==> src/rtl/sim_uart_monitor_if.sv <==
// Character stream handshake between the UART monitor and its consumer.
// The monitor drives valid/data/channel and the consumer answers with ready.
interface sim_uart_monitor_if #(
  parameter int CHANNELS = 2
);
  localparam int CH_W = (CHANNELS > 1) ? $clog2(CHANNELS) : 1;

  logic            char_valid;
  logic            char_ready;
  logic [7:0]      char_data;
  logic [CH_W-1:0] char_ch;

  modport master (output char_valid, output char_data, output char_ch, input  char_ready);
  modport slave  (input  char_valid, input  char_data, input  char_ch, output char_ready);
endinterface

==> src/rtl/sim_uart_monitor.sv <==
// Multi-channel 8N1 UART receive monitor: decodes each RX line, queues characters
// in a show-ahead FIFO and raises sticky pass/fail/timeout flags from terminators.
module sim_uart_monitor #(
  parameter int          CHANNELS       = 2,
  parameter int          CLK_DIV        = 16,
  parameter int          FIFO_DEPTH     = 16,
  parameter logic [7:0]  PASS_CHAR      = 8'h40,
  parameter logic [7:0]  FAIL_CHAR      = 8'h24,
  parameter int unsigned TIMEOUT_CYCLES = 409600
) (
  input  logic                 clk,
  input  logic                 srst,
  input  logic [CHANNELS-1:0]  rx,
  sim_uart_monitor_if.master   char_if,
  output logic                 pass,
  output logic                 fail,
  output logic                 timeout,
  output logic [CHANNELS-1:0]  frame_err,
  output logic [CHANNELS-1:0]  overflow
);

  localparam int CH_W  = (CHANNELS > 1) ? $clog2(CHANNELS) : 1;
  localparam int CNT_W = $clog2(CLK_DIV);
  localparam int PTR_W = $clog2(FIFO_DEPTH);
  localparam int WD_W  = (TIMEOUT_CYCLES > 0) ? $clog2(TIMEOUT_CYCLES + 1) : 1;

  localparam logic [CNT_W-1:0] HALF_BIT = CNT_W'(CLK_DIV / 2 - 1);
  localparam logic [CNT_W-1:0] FULL_BIT = CNT_W'(CLK_DIV - 1);
  localparam logic [WD_W-1:0]  WD_MAX   = WD_W'(TIMEOUT_CYCLES);
  localparam logic [PTR_W:0]   FIFO_MAX = (PTR_W + 1)'(FIFO_DEPTH);

  typedef enum logic [1:0] {S_IDLE, S_START, S_DATA, S_STOP} rx_state_e;

  // Receiver state, one set per channel
  logic [CHANNELS-1:0] sync1_q, sync2_q, prev_q;
  rx_state_e           state_q     [CHANNELS];
  logic [CNT_W-1:0]    cnt_q       [CHANNELS];
  logic [2:0]          bit_q       [CHANNELS];
  logic [7:0]          shift_q     [CHANNELS];
  logic [7:0]          hold_data_q [CHANNELS];
  logic [CHANNELS-1:0] hold_valid_q;
  logic [CHANNELS-1:0] frame_err_q, overflow_q;

  // Arbiter and FIFO
  logic [CHANNELS-1:0] grant;
  logic                grant_any;
  logic [CH_W-1:0]     grant_idx, cand_idx;
  logic [7:0]          grant_data;
  logic                is_term, push, pop, fifo_full;
  logic [CH_W-1:0]     rr_q, rr_d;
  logic [PTR_W-1:0]    wr_ptr_q, wr_ptr_d, rd_ptr_q, rd_ptr_d;
  logic [PTR_W:0]      count_q, count_d;
  logic [7:0]          mem_data [FIFO_DEPTH];
  logic [CH_W-1:0]     mem_ch   [FIFO_DEPTH];

  logic                pass_q, fail_q, timeout_q;
  logic [WD_W-1:0]     wd_q, wd_next;

  // NOTE: sequential state uses non-blocking assignments so every register sees
  // pre-edge values of the others, regardless of statement order.
  always_ff @(posedge clk) begin
    if (srst) begin
      sync1_q      <= '1;
      sync2_q      <= '1;
      prev_q       <= '1;
      hold_valid_q <= '0;
      frame_err_q  <= '0;
      overflow_q   <= '0;
      for (int ch = 0; ch < CHANNELS; ch++) begin
        state_q[ch]     <= S_IDLE;
        cnt_q[ch]       <= '0;
        bit_q[ch]       <= '0;
        shift_q[ch]     <= '0;
        hold_data_q[ch] <= '0;
      end
    end else begin
      sync1_q <= rx;
      sync2_q <= sync1_q;
      prev_q  <= sync2_q;
      for (int ch = 0; ch < CHANNELS; ch++) begin
        if (grant[ch]) hold_valid_q[ch] <= 1'b0;
        unique case (state_q[ch])
          S_IDLE: begin
            // Only a genuine high-to-low edge opens a frame, so a stuck-low line stays idle
            if (prev_q[ch] && !sync2_q[ch]) begin
              state_q[ch] <= S_START;
              cnt_q[ch]   <= HALF_BIT;
            end
          end
          S_START: begin
            if (cnt_q[ch] == '0) begin
              if (!sync2_q[ch]) begin
                state_q[ch] <= S_DATA;
                cnt_q[ch]   <= FULL_BIT;
                bit_q[ch]   <= '0;
              end else begin
                state_q[ch] <= S_IDLE;
              end
            end else begin
              cnt_q[ch] <= cnt_q[ch] - CNT_W'(1);
            end
          end
          S_DATA: begin
            if (cnt_q[ch] == '0) begin
              shift_q[ch] <= {sync2_q[ch], shift_q[ch][7:1]};
              cnt_q[ch]   <= FULL_BIT;
              if (bit_q[ch] == 3'd7) state_q[ch] <= S_STOP;
              else                   bit_q[ch]   <= bit_q[ch] + 3'd1;
            end else begin
              cnt_q[ch] <= cnt_q[ch] - CNT_W'(1);
            end
          end
          S_STOP: begin
            if (cnt_q[ch] == '0) begin
              state_q[ch] <= S_IDLE;
              if (sync2_q[ch]) begin
                hold_data_q[ch]  <= shift_q[ch];
                hold_valid_q[ch] <= 1'b1;
                if (hold_valid_q[ch] && !grant[ch]) overflow_q[ch] <= 1'b1;
              end else begin
                frame_err_q[ch] <= 1'b1;
              end
            end else begin
              cnt_q[ch] <= cnt_q[ch] - CNT_W'(1);
            end
          end
          default: state_q[ch] <= S_IDLE;
        endcase
      end
    end
  end

  assign fifo_full = (count_q == FIFO_MAX);

  // NOTE: every combinational output gets a default first so no path infers a latch.
  always_comb begin
    grant     = '0;
    grant_any = 1'b0;
    grant_idx = '0;
    cand_idx  = '0;
    if (!fifo_full) begin
      for (int k = 0; k < CHANNELS; k++) begin
        cand_idx = CH_W'((int'(rr_q) + k) % CHANNELS);
        if (!grant_any && hold_valid_q[cand_idx]) begin
          grant_any        = 1'b1;
          grant_idx        = cand_idx;
          grant[cand_idx]  = 1'b1;
        end
      end
    end
  end

  assign grant_data = hold_data_q[grant_idx];
  assign is_term    = grant_any && ((grant_data == PASS_CHAR) || (grant_data == FAIL_CHAR));
  assign push       = grant_any && !is_term;
  assign pop        = (count_q != '0) && char_if.char_ready;
  assign wd_next    = (wd_q == WD_MAX) ? wd_q : wd_q + WD_W'(1);

  always_comb begin
    wr_ptr_d = wr_ptr_q;
    rd_ptr_d = rd_ptr_q;
    count_d  = count_q;
    rr_d     = rr_q;
    if (push) wr_ptr_d = wr_ptr_q + PTR_W'(1);
    if (pop)  rd_ptr_d = rd_ptr_q + PTR_W'(1);
    if (push && !pop)      count_d = count_q + (PTR_W + 1)'(1);
    else if (!push && pop) count_d = count_q - (PTR_W + 1)'(1);
    if (grant_any) rr_d = (grant_idx == CH_W'(CHANNELS - 1)) ? '0 : grant_idx + CH_W'(1);
  end

  always_ff @(posedge clk) begin
    if (srst) begin
      wr_ptr_q  <= '0;
      rd_ptr_q  <= '0;
      count_q   <= '0;
      rr_q      <= '0;
      pass_q    <= 1'b0;
      fail_q    <= 1'b0;
      timeout_q <= 1'b0;
      wd_q      <= '0;
    end else begin
      wr_ptr_q <= wr_ptr_d;
      rd_ptr_q <= rd_ptr_d;
      count_q  <= count_d;
      rr_q     <= rr_d;
      wd_q     <= wd_next;
      if (is_term && !pass_q && !fail_q) begin
        if (grant_data == PASS_CHAR) pass_q <= 1'b1;
        else                         fail_q <= 1'b1;
      end
      if ((TIMEOUT_CYCLES != 0) && (wd_next == WD_MAX) && !pass_q && !fail_q) timeout_q <= 1'b1;
    end
  end

  // NOTE: FIFO storage has no reset; the pointers and count alone define what is valid.
  always_ff @(posedge clk) begin
    if (push) begin
      mem_data[wr_ptr_q] <= grant_data;
      mem_ch[wr_ptr_q]   <= grant_idx;
    end
  end

  assign char_if.char_valid = (count_q != '0);
  assign char_if.char_data  = (count_q != '0) ? mem_data[rd_ptr_q] : 8'h00;
  assign char_if.char_ch    = (count_q != '0) ? mem_ch[rd_ptr_q]   : '0;
  assign pass      = pass_q;
  assign fail      = fail_q;
  assign timeout   = timeout_q;
  assign frame_err = frame_err_q;
  assign overflow  = overflow_q;

endmodule

==> src/flat_wrapper.sv <==
// flat-port wrapper written by rule: the top's interface ports become plain ports
module sim_uart_monitor_flat 
#(
  parameter int          CHANNELS       = 2,
  parameter int          CLK_DIV        = 16,
  parameter int          FIFO_DEPTH     = 16,
  parameter logic [7:0]  PASS_CHAR      = 8'h40,
  parameter logic [7:0]  FAIL_CHAR      = 8'h24,
  parameter int unsigned TIMEOUT_CYCLES = 409600
)
  (clk, srst, rx, pass, fail, timeout, frame_err, overflow, char_if_char_valid, char_if_char_data, char_if_char_ch, char_if_char_ready);
  sim_uart_monitor_if #(.CHANNELS(CHANNELS)) char_if_i ();
  input  logic clk;
  input  logic srst;
  input  logic [CHANNELS-1:0] rx;
  output logic pass;
  output logic fail;
  output logic timeout;
  output logic [CHANNELS-1:0] frame_err;
  output logic [CHANNELS-1:0] overflow;
  output wire logic [$bits(char_if_i.char_valid)-1:0] char_if_char_valid;
  output wire logic [$bits(char_if_i.char_data)-1:0] char_if_char_data;
  output wire logic [$bits(char_if_i.char_ch)-1:0] char_if_char_ch;
  input wire logic [$bits(char_if_i.char_ready)-1:0] char_if_char_ready;
  assign char_if_char_valid = char_if_i.char_valid;
  assign char_if_char_data = char_if_i.char_data;
  assign char_if_char_ch = char_if_i.char_ch;
  assign char_if_i.char_ready = char_if_char_ready;
  sim_uart_monitor #(.CHANNELS(CHANNELS), .CLK_DIV(CLK_DIV), .FIFO_DEPTH(FIFO_DEPTH), .PASS_CHAR(PASS_CHAR), .FAIL_CHAR(FAIL_CHAR), .TIMEOUT_CYCLES(TIMEOUT_CYCLES)) u_core (.clk(clk), .srst(srst), .rx(rx), .char_if(char_if_i), .pass(pass), .fail(fail), .timeout(timeout), .frame_err(frame_err), .overflow(overflow));
endmodule
==> config.mk <==
export PLATFORM = sky130hd
export DESIGN_NAME = sim_uart_monitor_flat
export DESIGN_NICKNAME = d
export VERILOG_FILES = /design/src/rtl/sim_uart_monitor_if.sv /design/src/rtl/sim_uart_monitor.sv /design/src/flat_wrapper.sv
export SDC_FILE = /design/constraint.sdc
export NUM_CORES = 1
export LEC_CHECK = 0
export CAP_MARGIN = 5
export CORE_AREA = 2 2 149 151
export DETAILED_ROUTE_END_ITERATION = 8
export DIE_AREA = 0 0 151 153
export HOLD_SLACK_MARGIN = 0.02
export PLACE_DENSITY = 0.79
export SLEW_MARGIN = 25
export SYNTH_ARGS = -nofsm -noshare
export SYNTH_HDL_FRONTEND = slang
export SYNTH_SLANG_ARGS = --single-unit
export TNS_END_PERCENT = 30
==> constraint.sdc <==
create_clock -name clk -period 3.22 [get_ports clk]
set_input_delay 0.644 -clock clk [delete_from_list [all_inputs] [get_ports clk]]
set_output_delay 0.644 -clock clk [all_outputs]
set_load 0.1 [all_outputs]
==> results by group <==
Routing
  – Routed length per instance: 19.3 um
  – DRC viols: 0
  – Routed via count: 6020
  – Drt first pass iters: 5
  – Vias per std cell: around 5.7
  – Initial DRC Count: 483
  – Antenna-violating nets left: 0
  – WL final: 20.5 mm

Synth
  – Post-Syn Area: between 10000 and 15000 sq um
  – Mean Syn Cell Area: 14.6 sq um
  – Synth area leaders: edfxtp_1 (55%), dfxtp_1 (9.8%), mux4_2 (9.5%)
  – Post-synth EDFFs: 194
  – Cells after Synth: 728
  – Number of synthesized register bits: 246
  – Unique masters post-synth: 61
  – Main synth FF type: edfxtp_1
  – Top cells by count, synth: edfxtp_1 (194), nor2_1 (70), dfxtp_1 (52), and2_1 (46), mux4_2 (45)
  – Syn nets: between 700 and 800
  – Seq/Total Area, Yosys: between 60 and 70%
  – Top-count cell post-synth: edfxtp_1
  – Post-synth top area share: 54.8%
  – Ys Warns: 0
  – Ys async rst share: 0%
  – Area leader, netlist: edfxtp_1

Die
  – Starting Density: 49.5%
  – Chip Height: 153 um
  – Die Wd: 151 um
  – Row count: 54
  – Die area: 23100 sq um
  – CORE AREA: 21500 sq um
  – # IOs: 22

Flow run
  – Total of max-cap violations: 0

Place
  – GP Congestion: 0.794
  – DP HPWL: 12.7 mm
  – Setup WS pre-CTS: 45.0 ps
  – Cell Area, Placed: 11300 sq um
  – Placed Cells incl. Taps: 1013
  – I/O Buffers: 21

Run status
  – Status: complete, no violations

Clock tree
  – # hold bufs at CTS: 0
  – CTS Sinks: 246
  – CTS tree: built
  – Longest Clk Path Bufs: 3
  – Clk Latency, worst-skew pair: 520 ps
  – Total CTS buffers: 25
  – CTS clk-pin slew, worst paths: about 60 ps
  – H-tree lvl count: 1
  – Root buffer cell: clkbuf_16

Timing
  – Final hold slack: around 420 ps
  – Worst-Margin Slew: 665 ps
  – PnR worst setup slack: approximately 24 ps
  – Setup_tns: 0 ps
  – Final hold violations: 0
  – Final setup fails: 0
  – Fin crit period: 3200 ps
  – Max Slew Vio Count: 0
  – Maximum operating frequency: roughly 310 MHz
  – Clock skew: 9.11 ps
  – RSZ-0062 raised after global routing: yes
  – Final period utilization: between 90 and 100%
  – Slew headroom: 55.7%

Setup path
  – CP Max Fanout: 9
  – Max stage delay on crit path: 530 ps
  – CP endpoint kind: output port
  – Reg2Reg Setup Slack: 170 ps
  – Worst setup SP type: flop
  – CP Cell Sequence: buf_12 > mux4_2 > mux4_2 > and2_4 > buf_12
  – CP max stage cell: mux4_2
  – Data arrival, critical path: between 2000 and 3000 ps
  – CP required: 2580 ps
  – Critical path type: reg -> out

Pwr
  – Switching Fraction: 29.8%
  – Sequential Power Share: between 40% and 50%
  – Pwr Total: 8.76 mW
  – Leakage: 4.17 nW
  – Switching pwr: ~2.6 mW
  – Clock Power Share: 31.1%
  – Internal power: 6.15 mW
  – Comb pwr share: 26.7%
  – Worst VDD drop: 0.000651 V
  – Cell Pwr Density: 720 nW/um^2

Worst hold path
  – Hold Crit Class: reg -> reg

Cells and area
  – Final core utilization: 56.6%
  – Layout Cells excl Fill: 1063
  – Final instance area: 12200 sq um
  – N_diodes: 0
  – Final Net Count: 790
  – Fill cells: between 1500 and 2000
  – Area grow syn2layout: 14.5%
  – Layout cells sized above 1: 20.1%

Global routing
  – Overflow after GRT: 0
  – Vias in the first global route: 5992
  – Pin count of the biggest net entering global routing: 39
  – Total GRT Usage: a little under a fifth
  – Initial antenna violation count: 0
  – First-pass GRT wire length: 32.3 mm
-- cells by family after synthesis --
family / synth area share, %
muxes: 11.6
adders and majority gates: 2.43
AOI/OAI and AO/OA: 3.77
buffers and inverters: 1.99
DFF: 64.6
xor gates and xnor gates: 2.56
and+or+nand+nor: 13.1
-- flip-flops by register name, summed over array words and instances, names as in the netlist, 5 cells and up, named ones only --
name and flops:
u_core.bit_q 6, u_core.wd_q 19, u_core.cnt_q 8, u_core.count_q 5, u_core.mem_data 128, u_core.mem_ch 16, u_core.hold_data_q 16, u_core.shift_q 16
-- layout by cell type (no fill, tap or decap), drive strengths merged, types with 2 or more instances in the layout --
cell type | netlist | layout
a21o | 2 | 2
a21oi | 26 | 26
a22oi | 4 | 4
a311oi | 2 | 2
a31oi | 3 | 3
and2 | 47 | 47
and3 | 20 | 20
buf | 12 | 38
bufinv | 0 | 2
clkbuf | 20 | 31
clkdlybuf4s50 | 0 | 3
clkinv | 0 | 12
dfxtp | 52 | 52
edfxtp | 194 | 194
ha | 19 | 19
inv | 19 | 20
mux2 | 11 | 11
mux2i | 9 | 9
mux4 | 45 | 45
nand2 | 31 | 31
nand2b | 5 | 5
nand3 | 13 | 13
nand3b | 2 | 2
nand4 | 11 | 11
nor2 | 70 | 70
nor2b | 11 | 11
nor3 | 16 | 16
nor4 | 8 | 8
nor4b | 4 | 4
nor4bb | 2 | 2
o21a | 5 | 5
o21ai | 9 | 9
or2 | 8 | 8
or3b | 2 | 2
xnor2 | 21 | 21
xor2 | 10 | 10
-- critical path: cells and delay by family, from the launching register on --
family | cells | cell delay [ps]
buffers and inverters | 2 | 340
DFF | 1 | 450
and+or+nand+nor | 1 | 190
muxes | 2 | 1050
-- final timing paths --
check,endpoint,cells after the start,startpoint
max,char_if_char_ch,5,flop
min,u_core.sync2_q[0],1,u_core.sync1_q[0]
max reg2reg,u_core.count_q[4],14,u_core.count_q[2]
min reg2reg,u_core.sync2_q[0],1,u_core.sync1_q[0]
-- power groups by stage --
stage / sequential, mW / clock, mW / combinational [mW]
2_1_floorplan: 3.70 / 0 / 1.57
3_3_place_gp: 3.73 / 0 / 2.15
3_5_place_dp: 3.74 / 0 / 2.17
4_1_cts: 3.68 / 2.77 / 2.25
5_1_grt: 3.71 / 2.89 / 2.49
6_report: 3.69 / 2.73 / 2.34
-- layout make-up --
type	count	area [sq um]	share of cell area, %
multi-input combinational	431	3600	29.6
tap	280	350	2.88
timing repair buffer	42	515	4.24
clock inverter	15	118	0.966
clock buffer	30	644	5.29
inverter	19	71.3	0.586
sequential	246	6870	56.5
-- routing by layer --
| metal | global-route usage, % | vias up | wire length [um] |
|---|---|---|---|
| met1 | 23.9 | 2968 | 8260 |
| met5 | 0 | - | 0 |
| met4 | 4.81 | 0 | 468 |
| met2 | 31.0 | 203 | 10500 |
| met3 | 3.13 | 39 | 1270 |
| li1 | - | 2810 | - |
-- what timing repair did --
item,CTS,global route
cloned,2,1
resized for setup,4,14
buffers inserted,0,2
pin swaps,0,5
setup endpoints to repair,9,9
Power figures use the tool's default switching activity.
